<file path="config.mk">
export PLATFORM = sky130hd
export DESIGN_NAME = bcd_serial_adder
export DESIGN_NICKNAME = d
export VERILOG_FILES = /design/src/rtl/bcd_serial_adder.sv
export SDC_FILE = /design/constraint.sdc
export NUM_CORES = 1
export LEC_CHECK = 0
export ABC_CLOCK_PERIOD_IN_PS = 3400
export CAP_MARGIN = 20
export CORE_AREA = 2 2 61 106
export DETAILED_ROUTE_END_ITERATION = 12
export DIE_AREA = 0 0 63 108
export PLACE_DENSITY = 0.57
export SYNTH_ARGS = -nofsm -noshare
export SYNTH_HDL_FRONTEND = slang
export SYNTH_SLANG_ARGS = --single-unit
</file>
<file path="constraint.sdc">
create_clock -name clk_i -period 3.4 [get_ports clk_i]
set_clock_uncertainty 0.2 [all_clocks]
set_input_delay 0.34 -clock clk_i [delete_from_list [all_inputs] [get_ports clk_i]]
set_output_delay 0.34 -clock clk_i [all_outputs]
set_load 0.005 [all_outputs]
</file>
<file path="src/rtl/bcd_serial_adder.sv">
// bcd_serial_adder: digit-serial packed-BCD add/subtract unit.
// Processes one digit per clock, least-significant digit first, and ripples
// the decimal carry/borrow from one digit to the next.
// Optional feature: define BCD_INVALID_FLAG_EN to add the invalid_o flag,
// which reports any latched operand digit above 9.
//
//   state  | meaning
//   -------+---------------------------------------------------------------
//   IDLE   | waiting for start_i; result registers hold the last result
//   RUN    | processing digit cnt_q, one digit per clock
//   DONE   | done_o pulse; results valid; a new start_i is accepted here
module bcd_serial_adder #(
  parameter int DIGITS = 2
) (
  input  logic                clk_i,
  input  logic                rst_ni,
  input  logic                start_i,
  input  logic                sub_i,
  input  logic                carry_in_i,
  input  logic [4*DIGITS-1:0] a_i,
  input  logic [4*DIGITS-1:0] b_i,
  output logic                busy_o,
  output logic                done_o,
  output logic [4*DIGITS-1:0] result_o,
  output logic                carry_out_o,
  output logic                zero_o
`ifdef BCD_INVALID_FLAG_EN
  ,
  output logic                invalid_o
`endif
);

  localparam int W  = 4 * DIGITS;
  localparam int CW = (DIGITS > 1) ? $clog2(DIGITS) : 1;
  localparam logic [CW-1:0] LAST = CW'(DIGITS - 1);

  typedef enum logic [1:0] {
    S_IDLE,
    S_RUN,
    S_DONE
  } state_t;

  state_t        state_q, state_d;
  logic [CW-1:0] cnt_q, cnt_d;
  logic [W-1:0]  a_q, a_d;
  logic [W-1:0]  b_q, b_d;
  logic          sub_q, sub_d;
  logic          c_q, c_d;
  logic [W-1:0]  work_q, work_d;
  logic [W-1:0]  result_q, result_d;
  logic          cout_q, cout_d;
  logic          zero_q, zero_d;
`ifdef BCD_INVALID_FLAG_EN
  logic          invalid_q, invalid_d;
  logic          any_bad;
`endif

  logic [3:0]        dig_a, dig_b, dig_nib;
  logic              dig_c;
  logic [4:0]        sum;
  logic signed [5:0] diff;
  logic [W-1:0]      work_nx;

  // Single-digit decimal add/subtract on the digit selected by cnt_q.
  always_comb begin
    dig_a   = a_q[4*int'(cnt_q) +: 4];
    dig_b   = b_q[4*int'(cnt_q) +: 4];
    sum     = {1'b0, dig_a} + {1'b0, dig_b} + {4'b0000, c_q};
    diff    = $signed({2'b00, dig_a}) - $signed({2'b00, dig_b}) - $signed({5'b00000, ~c_q});
    dig_nib = 4'd0;
    dig_c   = 1'b0;
    if (!sub_q) begin
      if (sum > 5'd9) begin
        dig_nib = sum[3:0] + 4'd6;
        dig_c   = 1'b1;
      end else begin
        dig_nib = sum[3:0];
        dig_c   = 1'b0;
      end
    end else begin
      // borrow is the inverse of the carry (1 = no borrow)
      if (diff < 0) begin
        dig_nib = diff[3:0] + 4'd10;
        dig_c   = 1'b0;
      end else begin
        dig_nib = diff[3:0];
        dig_c   = 1'b1;
      end
    end
    work_nx = work_q;
    work_nx[4*int'(cnt_q) +: 4] = dig_nib;
  end

`ifdef BCD_INVALID_FLAG_EN
  // Flag any latched operand digit outside 0..9.
  always_comb begin
    any_bad = 1'b0;
    for (int k = 0; k < DIGITS; k++) begin
      if (a_q[4*k +: 4] > 4'd9 || b_q[4*k +: 4] > 4'd9) any_bad = 1'b1;
    end
  end
`endif

  // Next-state, operand latching and result loading.
  always_comb begin
    state_d  = state_q;
    cnt_d    = cnt_q;
    a_d      = a_q;
    b_d      = b_q;
    sub_d    = sub_q;
    c_d      = c_q;
    work_d   = work_q;
    result_d = result_q;
    cout_d   = cout_q;
    zero_d   = zero_q;
`ifdef BCD_INVALID_FLAG_EN
    invalid_d = invalid_q;
`endif
    case (state_q)
      S_RUN: begin
        work_d = work_nx;
        c_d    = dig_c;
        cnt_d  = cnt_q + CW'(1);
        if (cnt_q == LAST) begin
          state_d  = S_DONE;
          cnt_d    = '0;
          result_d = work_nx;
          cout_d   = dig_c;
          zero_d   = (work_nx == '0);
`ifdef BCD_INVALID_FLAG_EN
          invalid_d = any_bad;
`endif
        end
      end
      default: begin
        // IDLE and DONE both accept a new request; DONE falls back to IDLE
        state_d = S_IDLE;
        if (start_i) begin
          state_d = S_RUN;
          cnt_d   = '0;
          a_d     = a_i;
          b_d     = b_i;
          sub_d   = sub_i;
          c_d     = carry_in_i;
          work_d  = '0;
        end
      end
    endcase
  end

  // Control and working registers.
  always_ff @(posedge clk_i or negedge rst_ni) begin
    if (!rst_ni) begin
      state_q <= S_IDLE;
      cnt_q   <= '0;
      a_q     <= '0;
      b_q     <= '0;
      sub_q   <= 1'b0;
      c_q     <= 1'b0;
      work_q  <= '0;
    end else begin
      state_q <= state_d;
      cnt_q   <= cnt_d;
      a_q     <= a_d;
      b_q     <= b_d;
      sub_q   <= sub_d;
      c_q     <= c_d;
      work_q  <= work_d;
    end
  end

  // Result registers: only change on the edge that enters DONE.
  always_ff @(posedge clk_i or negedge rst_ni) begin
    if (!rst_ni) begin
      result_q <= '0;
      cout_q   <= 1'b0;
      zero_q   <= 1'b0;
`ifdef BCD_INVALID_FLAG_EN
      invalid_q <= 1'b0;
`endif
    end else begin
      result_q <= result_d;
      cout_q   <= cout_d;
      zero_q   <= zero_d;
`ifdef BCD_INVALID_FLAG_EN
      invalid_q <= invalid_d;
`endif
    end
  end

  assign busy_o      = (state_q == S_RUN);
  assign done_o      = (state_q == S_DONE);
  assign result_o    = result_q;
  assign carry_out_o = cout_q;
  assign zero_o      = zero_q;
`ifdef BCD_INVALID_FLAG_EN
  assign invalid_o   = invalid_q;
`endif

endmodule

</file>
Yosys cells after proc, flatten, opt, wreduce, memory -nomap -nowiden
Index checks and enable logic that the tools add are counted.
Storage, ports and cells
  flip-flop bits (word level): 39
  bits in latches: 0
  bits in writable memories: 0
  memory bits (read-only): 0
  bits of input ports: 21
  output and inout port bits: 12
  memories kept: 0
Cells by class
  add/sub/neg operators: 8
  multiply operators: 0
  divide/modulo/power cells: 0
  magnitude comparators: 2
  equality and inequality tests: 3
  shifts and indexed selects: 4
  mux-type cells: 17
  bitwise logic cells: 2
  reductions and logical operators: 4
Operator list (count)
  $neg 3->33: 1
  $shift 4x33->8 const A: 1
  $shiftx 4x33->8: 1
  $mux 8: 2
  $shiftx 8x4->4: 2
  $mux 4: 3
  $mux 1: 9
  $bwmux 8: 1
  $logic_not 8->1: 1
  $lt 6x1->1 const B: 1
  $sub 5x2->6: 1
  $add 4x4->5: 1
  $add 5x1->5: 1
  $gt 5x4->1 const B: 1
  $sub 4x4->5: 1
  $add 4x3->4 const B: 1
  $add 4x4->4 const B: 1
  $mux 2: 2
  $reduce_and 2->1: 2
  $eq 2x1->1 const B: 1
  $eq 2x2->1 const B: 1
  $ne 2x1->1 const B: 1
  $not 1->1: 2
  $reduce_bool 2->1: 1
  $add 1x1->1 const B: 1

Depth between registers and ports, before layout
  depth in word-level cells: 9
  gate-level depth with buffers: 16

Worst setup path after synthesis
Ideal clock, no wire load.
  kind: register -> register
  start: register cnt_q
  end: register zero_q, in the netlist zero_o
  setup time: 0.092 ns
  arrival: 3.263 ns
  data required time: 3.108 ns
  path slack: -0.154 ns
  cell stages (with the launch flop): 13
  clock period less this slack: 3.554 ns
  path through: dfrtp_1 -> clkbuf_1 -> mux2_2 -> fa_1 -> fa_1 -> xnor2_2 -> inv_1 -> ha_1 -> a21o_1 -> o21ai_1 -> xnor2_1 -> mux2_2 -> o31ai_2
Between the ends
  longest elaborated chain between the ends: 9
  elaborated cells between the ends (all ways): 19
  those cells by class: 7 x add/sub; 2 x order compare; 4 x shift; 4 x mux; 2 x reduce/logical
RTL lines
  from (decl): line 44  | logic [CW-1:0] cnt_q, cnt_d;
  from (signal assigned): line 163  | cnt_q <= cnt_d;
  $shiftx 8x4->4, on equally long branches: line 66, 67
  $sub 4x4->5 / $add 4x4->5 (equally long branches): line 69, 68
  $sub 5x2->6 / $add 5x1->5 (equally long branches): line 69, 68
  $lt 6x1->1, or another cell as far along: line 82  | if (diff < 0) begin
  $mux 4, on equally long branches: line 82, 73
  $mux 4: line 72  | if (!sub_q) begin
  $shiftx 4x33->8: line 91  | work_nx[4*int'(cnt_q) +: 4] = dig_nib;
  $bwmux 8: line 91
  $logic_not 8->1: line 129  | zero_d = (work_nx == '0);
  to (signal assigned): line 184  | zero_q <= zero_d;
  to (decl): line 52  | logic zero_q, zero_d;
Parallel ways exist; a longest one is shown, timed or not.
A chain may end at the register's enable or synchronous reset.

Final worst setup path
Ends and elaborated chain as after synthesis.

==> flow_metrics.tcl <==
set metrics [dict create \
    gr-total-overflow 0 \
    synth_nets 209 \
    synth_warnings 0 \
    post_synth.cell_area_avg_um2 11.6 \
    timing.max_slew.rel_slack_pct 53.8 \
    fin_crit_sh_pct 97.6 \
    tritoncts "done" \
    synth_seq_area_share_pct 43.5 \
    timing_worst_setup_path_type "flip-flop to flip-flop" \
    num_rows 37 \
    first_pass_grt_wire_length_um 6860 \
    unrepaired_setup_endpoints_after_global_routing "true" \
    clock_pin_slew_reported_for_the_worst_setup_and_hold_paths_after_clock_tree_synthesis_ns 0.07 \
    detailedPlacementHpwl_um 3230 \
    gpl_wtd_cong 0.826 \
    fin_setup_tns_ns 0 \
    detailroute.via_count 1396 \
    postRouteAntennaNets 0 \
    finish.net_count 255 \
    synth_seq_cells 35 \
    post_drt_wl_per_cell_um 13.5 \
    num-fill-cells 576 \
    portBuffers 32 \
    yosysUniqueCellTypes 33 \
    worst_skew_pair.late_latency_ns 0.29 \
    synth.cell_area_um2 2010 \
    timing_hold_violations_final 0 \
    number_of_synthesized_flops_with_an_enable_pin 0 \
    fmax_mhz 301 \
    top_level_ports 33 \
    routed_via_density 4.67 \
    area_delta_synth_final_pct 35.8 \
    drv_slew 0 \
    worst_setup_path_start_kind "flip-flop" \
    utilization_pct 46.5 \
    timing.max_cap.violations 0 \
    numCtsBuffers 5 \
    worstPathRequired_ns 3.40 \
    floorplan.core_area_um2 5880 \
    hold_path.class "input pin to async pin" \
    antenna_found_initial 0 \
    cp_data_arrival_time_ns 3.32 \
    ctsHoldBuffers 0 \
    chip_height_um 108 \
    r2r_setup_slack_ns 0.08 \
    run_status "complete, no violations" \
    overall_track_demand_over_capacity_in_global_routing_pct 13.3 \
    path_max_fanout 7 \
    antenna-diode-count 0 \
    fp.dieArea_um2 6800 \
    fin_crit_ns 3.32 \
    fp.dieW_um 63 \
    totalWireLength_um 4030 \
    drive_gt1_share_pct 24.9 \
    finalSetupViolations 0 \
    grt_pass1_vias 1467 \
    cts.sink_count 35 \
    final-seq-area_um2 877 \
    initial_core_util_pct 34.3 \
    worst_pin_slew_ns 0.691 \
    ctsLongestPathBuffers 2 \
    share_of_synthesized_registers_carrying_an_async_set_or_reset_pct 100 \
    post_synth_inst_count 174 \
    grt_max_degree 36 \
    multiInputGateArea_um2 1160 \
    route.detailed.drc 0 \
    drtPass1Iterations 4 \
    detailedRoute.firstIterationViolations 39 \
    crit_path_end_kind "flip-flop" \
    cts_root_buffer "sky130_fd_sc_hd__clkbuf_8" \
    synth_top_flop_cell "sky130_fd_sc_hd__dfrtp_1" \
    cts.htree.levels 2 \
]
## state kept, by name, summed over array words and instances, names as in the netlist
signal       count
result_o         8
c_q              1
zero_o           1
sub_q            1
b_q              8
work_q           4
a_q              8
cnt_q            1
state_q          2
carry_out_o      1
## cells by family (layout without fill, tap and decap cells)
| family | after synthesis | in the layout | synth area share, % |
|---|---|---|---|
| xor gates and xnor gates | 9 | 9 | 4.29 |
| adders and majority gates | 14 | 14 | 9.81 |
| AOI/OAI and AO/OA | 26 | 26 | 10.3 |
| and+or+nand+nor | 31 | 31 | 7.21 |
| buffers and inverters | 21 | 68 | 4.29 |
| DFF | 35 | 35 | 43.5 |
| muxes | 38 | 38 | 20.6 |
## routing by layer
metal / share of wire, % / track usage [%] / routed length, um / vias to the layer above
met2: 61 / 27.4 / 2460 / 27
li1: - / - / - / 694
met3: 3.3 / 2.91 / 131 / 5
met5: 0 / 0 / 0 / -
met1: 34 / 12.0 / 1380 / 670
met4: 1.4 / 5.24 / 57 / 0
## cells in the final DEF, fill, tap and decap left out, types with 2 or more instances in the layout
cell type,count
sky130_fd_sc_hd__a21o_1,4
sky130_fd_sc_hd__a21oi_1,3
sky130_fd_sc_hd__buf_4,10
sky130_fd_sc_hd__bufinv_16,2
sky130_fd_sc_hd__clkbuf_8,5
sky130_fd_sc_hd__clkdlybuf4s50_1,32
sky130_fd_sc_hd__dfrtp_1,34
sky130_fd_sc_hd__fa_2,2
sky130_fd_sc_hd__ha_1,8
sky130_fd_sc_hd__ha_4,2
sky130_fd_sc_hd__inv_1,13
sky130_fd_sc_hd__inv_2,4
sky130_fd_sc_hd__mux2_1,16
sky130_fd_sc_hd__mux2_2,10
sky130_fd_sc_hd__mux2_4,2
sky130_fd_sc_hd__mux2i_1,8
sky130_fd_sc_hd__nand2_1,12
sky130_fd_sc_hd__nand2b_1,5
sky130_fd_sc_hd__nor2_1,5
sky130_fd_sc_hd__nor2b_1,2
sky130_fd_sc_hd__nor3_1,2
sky130_fd_sc_hd__o21ai_1,6
sky130_fd_sc_hd__o21ai_2,2
sky130_fd_sc_hd__o31ai_2,2
sky130_fd_sc_hd__xnor2_1,5
sky130_fd_sc_hd__xnor2_2,3
## worst paths after layout
| path | start | to | cells after the start |
|---|---|---|---|
| setup / recovery | cnt_q$_DFFE_PN0P_ | zero_o$_DFFE_PN0P_ | 16 |
| max in group asynchronous | rst_ni | cnt_q$_DFFE_PN0P_ | 2 |
| hold / removal | rst_ni | carry_out_o$_DFFE_PN0P_ | 2 |
| hold reg to reg | result_o[4]$_DFFE_PN0P_ | result_o[4]$_DFFE_PN0P_ | 1 |
| setup reg to reg | cnt_q$_DFFE_PN0P_ | zero_o$_DFFE_PN0P_ | 16 |
| min in group clk_i | result_o[4]$_DFFE_PN0P_ | result_o[4]$_DFFE_PN0P_ | 1 |
## worst max-delay path, cell delays in order, from the launching register on
cell,delay [ns]
sky130_fd_sc_hd__dfrtp_2,0.45
sky130_fd_sc_hd__buf_4,0.18
sky130_fd_sc_hd__mux2i_1,0.12
sky130_fd_sc_hd__buf_4,0.15
sky130_fd_sc_hd__fa_1,0.51
sky130_fd_sc_hd__inv_2,0.05
sky130_fd_sc_hd__ha_4,0.16
sky130_fd_sc_hd__xnor2_2,0.15
sky130_fd_sc_hd__ha_4,0.18
sky130_fd_sc_hd__nor2_2,0.08
sky130_fd_sc_hd__o21ai_2,0.08
sky130_fd_sc_hd__buf_6,0.13
sky130_fd_sc_hd__xnor2_4,0.17
sky130_fd_sc_hd__mux2i_4,0.10
sky130_fd_sc_hd__nor3_2,0.15
sky130_fd_sc_hd__o211ai_1,0.15
sky130_fd_sc_hd__o31ai_2,0.23
## layout make-up
type,count,area share [%]
Clock buffer,6,2.65
Multi-Input combinational cell,118,42.3
Tap cell,78,3.57
Inverter,17,2.33
Clock inverter,2,2.20
Sequential cell,35,32.1
Timing Repair Buffer,43,14.9
## per-stage QoR
step	cell area (um2)	hold slack [ns]	setup WS (ns)	instances
4_1_cts	2670	0.282	0.00199	298
3_5_place_dp	2480	0.266	-0.0808	290
6_report	2740	0.261	0.0815	299
5_1_grt	2740	0.312	-0.0385	299
3_3_place_gp	2480	0.264	-0.00769	290
2_1_floorplan	2020	-0.156	0.00725	174
## cells in the mapped netlist (2+ instances only)
cell,count,share of area [%]
sky130_fd_sc_hd__dfrtp_1,35,43
sky130_fd_sc_hd__mux2_1,17,9.5
sky130_fd_sc_hd__inv_1,15,2.8
sky130_fd_sc_hd__nand2_1,12,2.2
sky130_fd_sc_hd__ha_1,11,6.8
sky130_fd_sc_hd__mux2_2,11,6.1
sky130_fd_sc_hd__mux2i_1,10,5.0
sky130_fd_sc_hd__xnor2_1,8,3.5
sky130_fd_sc_hd__o21ai_1,7,1.7
sky130_fd_sc_hd__nor2_1,6,1.1
sky130_fd_sc_hd__nand2b_1,5,1.6
sky130_fd_sc_hd__a21o_1,4,1.5
sky130_fd_sc_hd__a21oi_1,3,0.75
sky130_fd_sc_hd__clkbuf_1,3,0.56
sky130_fd_sc_hd__fa_1,3,3.0
sky130_fd_sc_hd__nor3_1,3,0.75
sky130_fd_sc_hd__inv_2,2,0.37
sky130_fd_sc_hd__nor2b_1,2,0.62
sky130_fd_sc_hd__o21ai_0,2,0.50
sky130_fd_sc_hd__o31ai_2,2,1.2
## timing repair
item,4_1_cts,5_1_grt
pin swaps,4,7
endpoints found under the setup margin,2,9
gates resized for setup,12,13
setup buffers,0,1
cloned,0,0
Power is left out: the tool's default activity adds up to more than one toggle a clock period on the data nets, which glitch-free logic cannot reach.
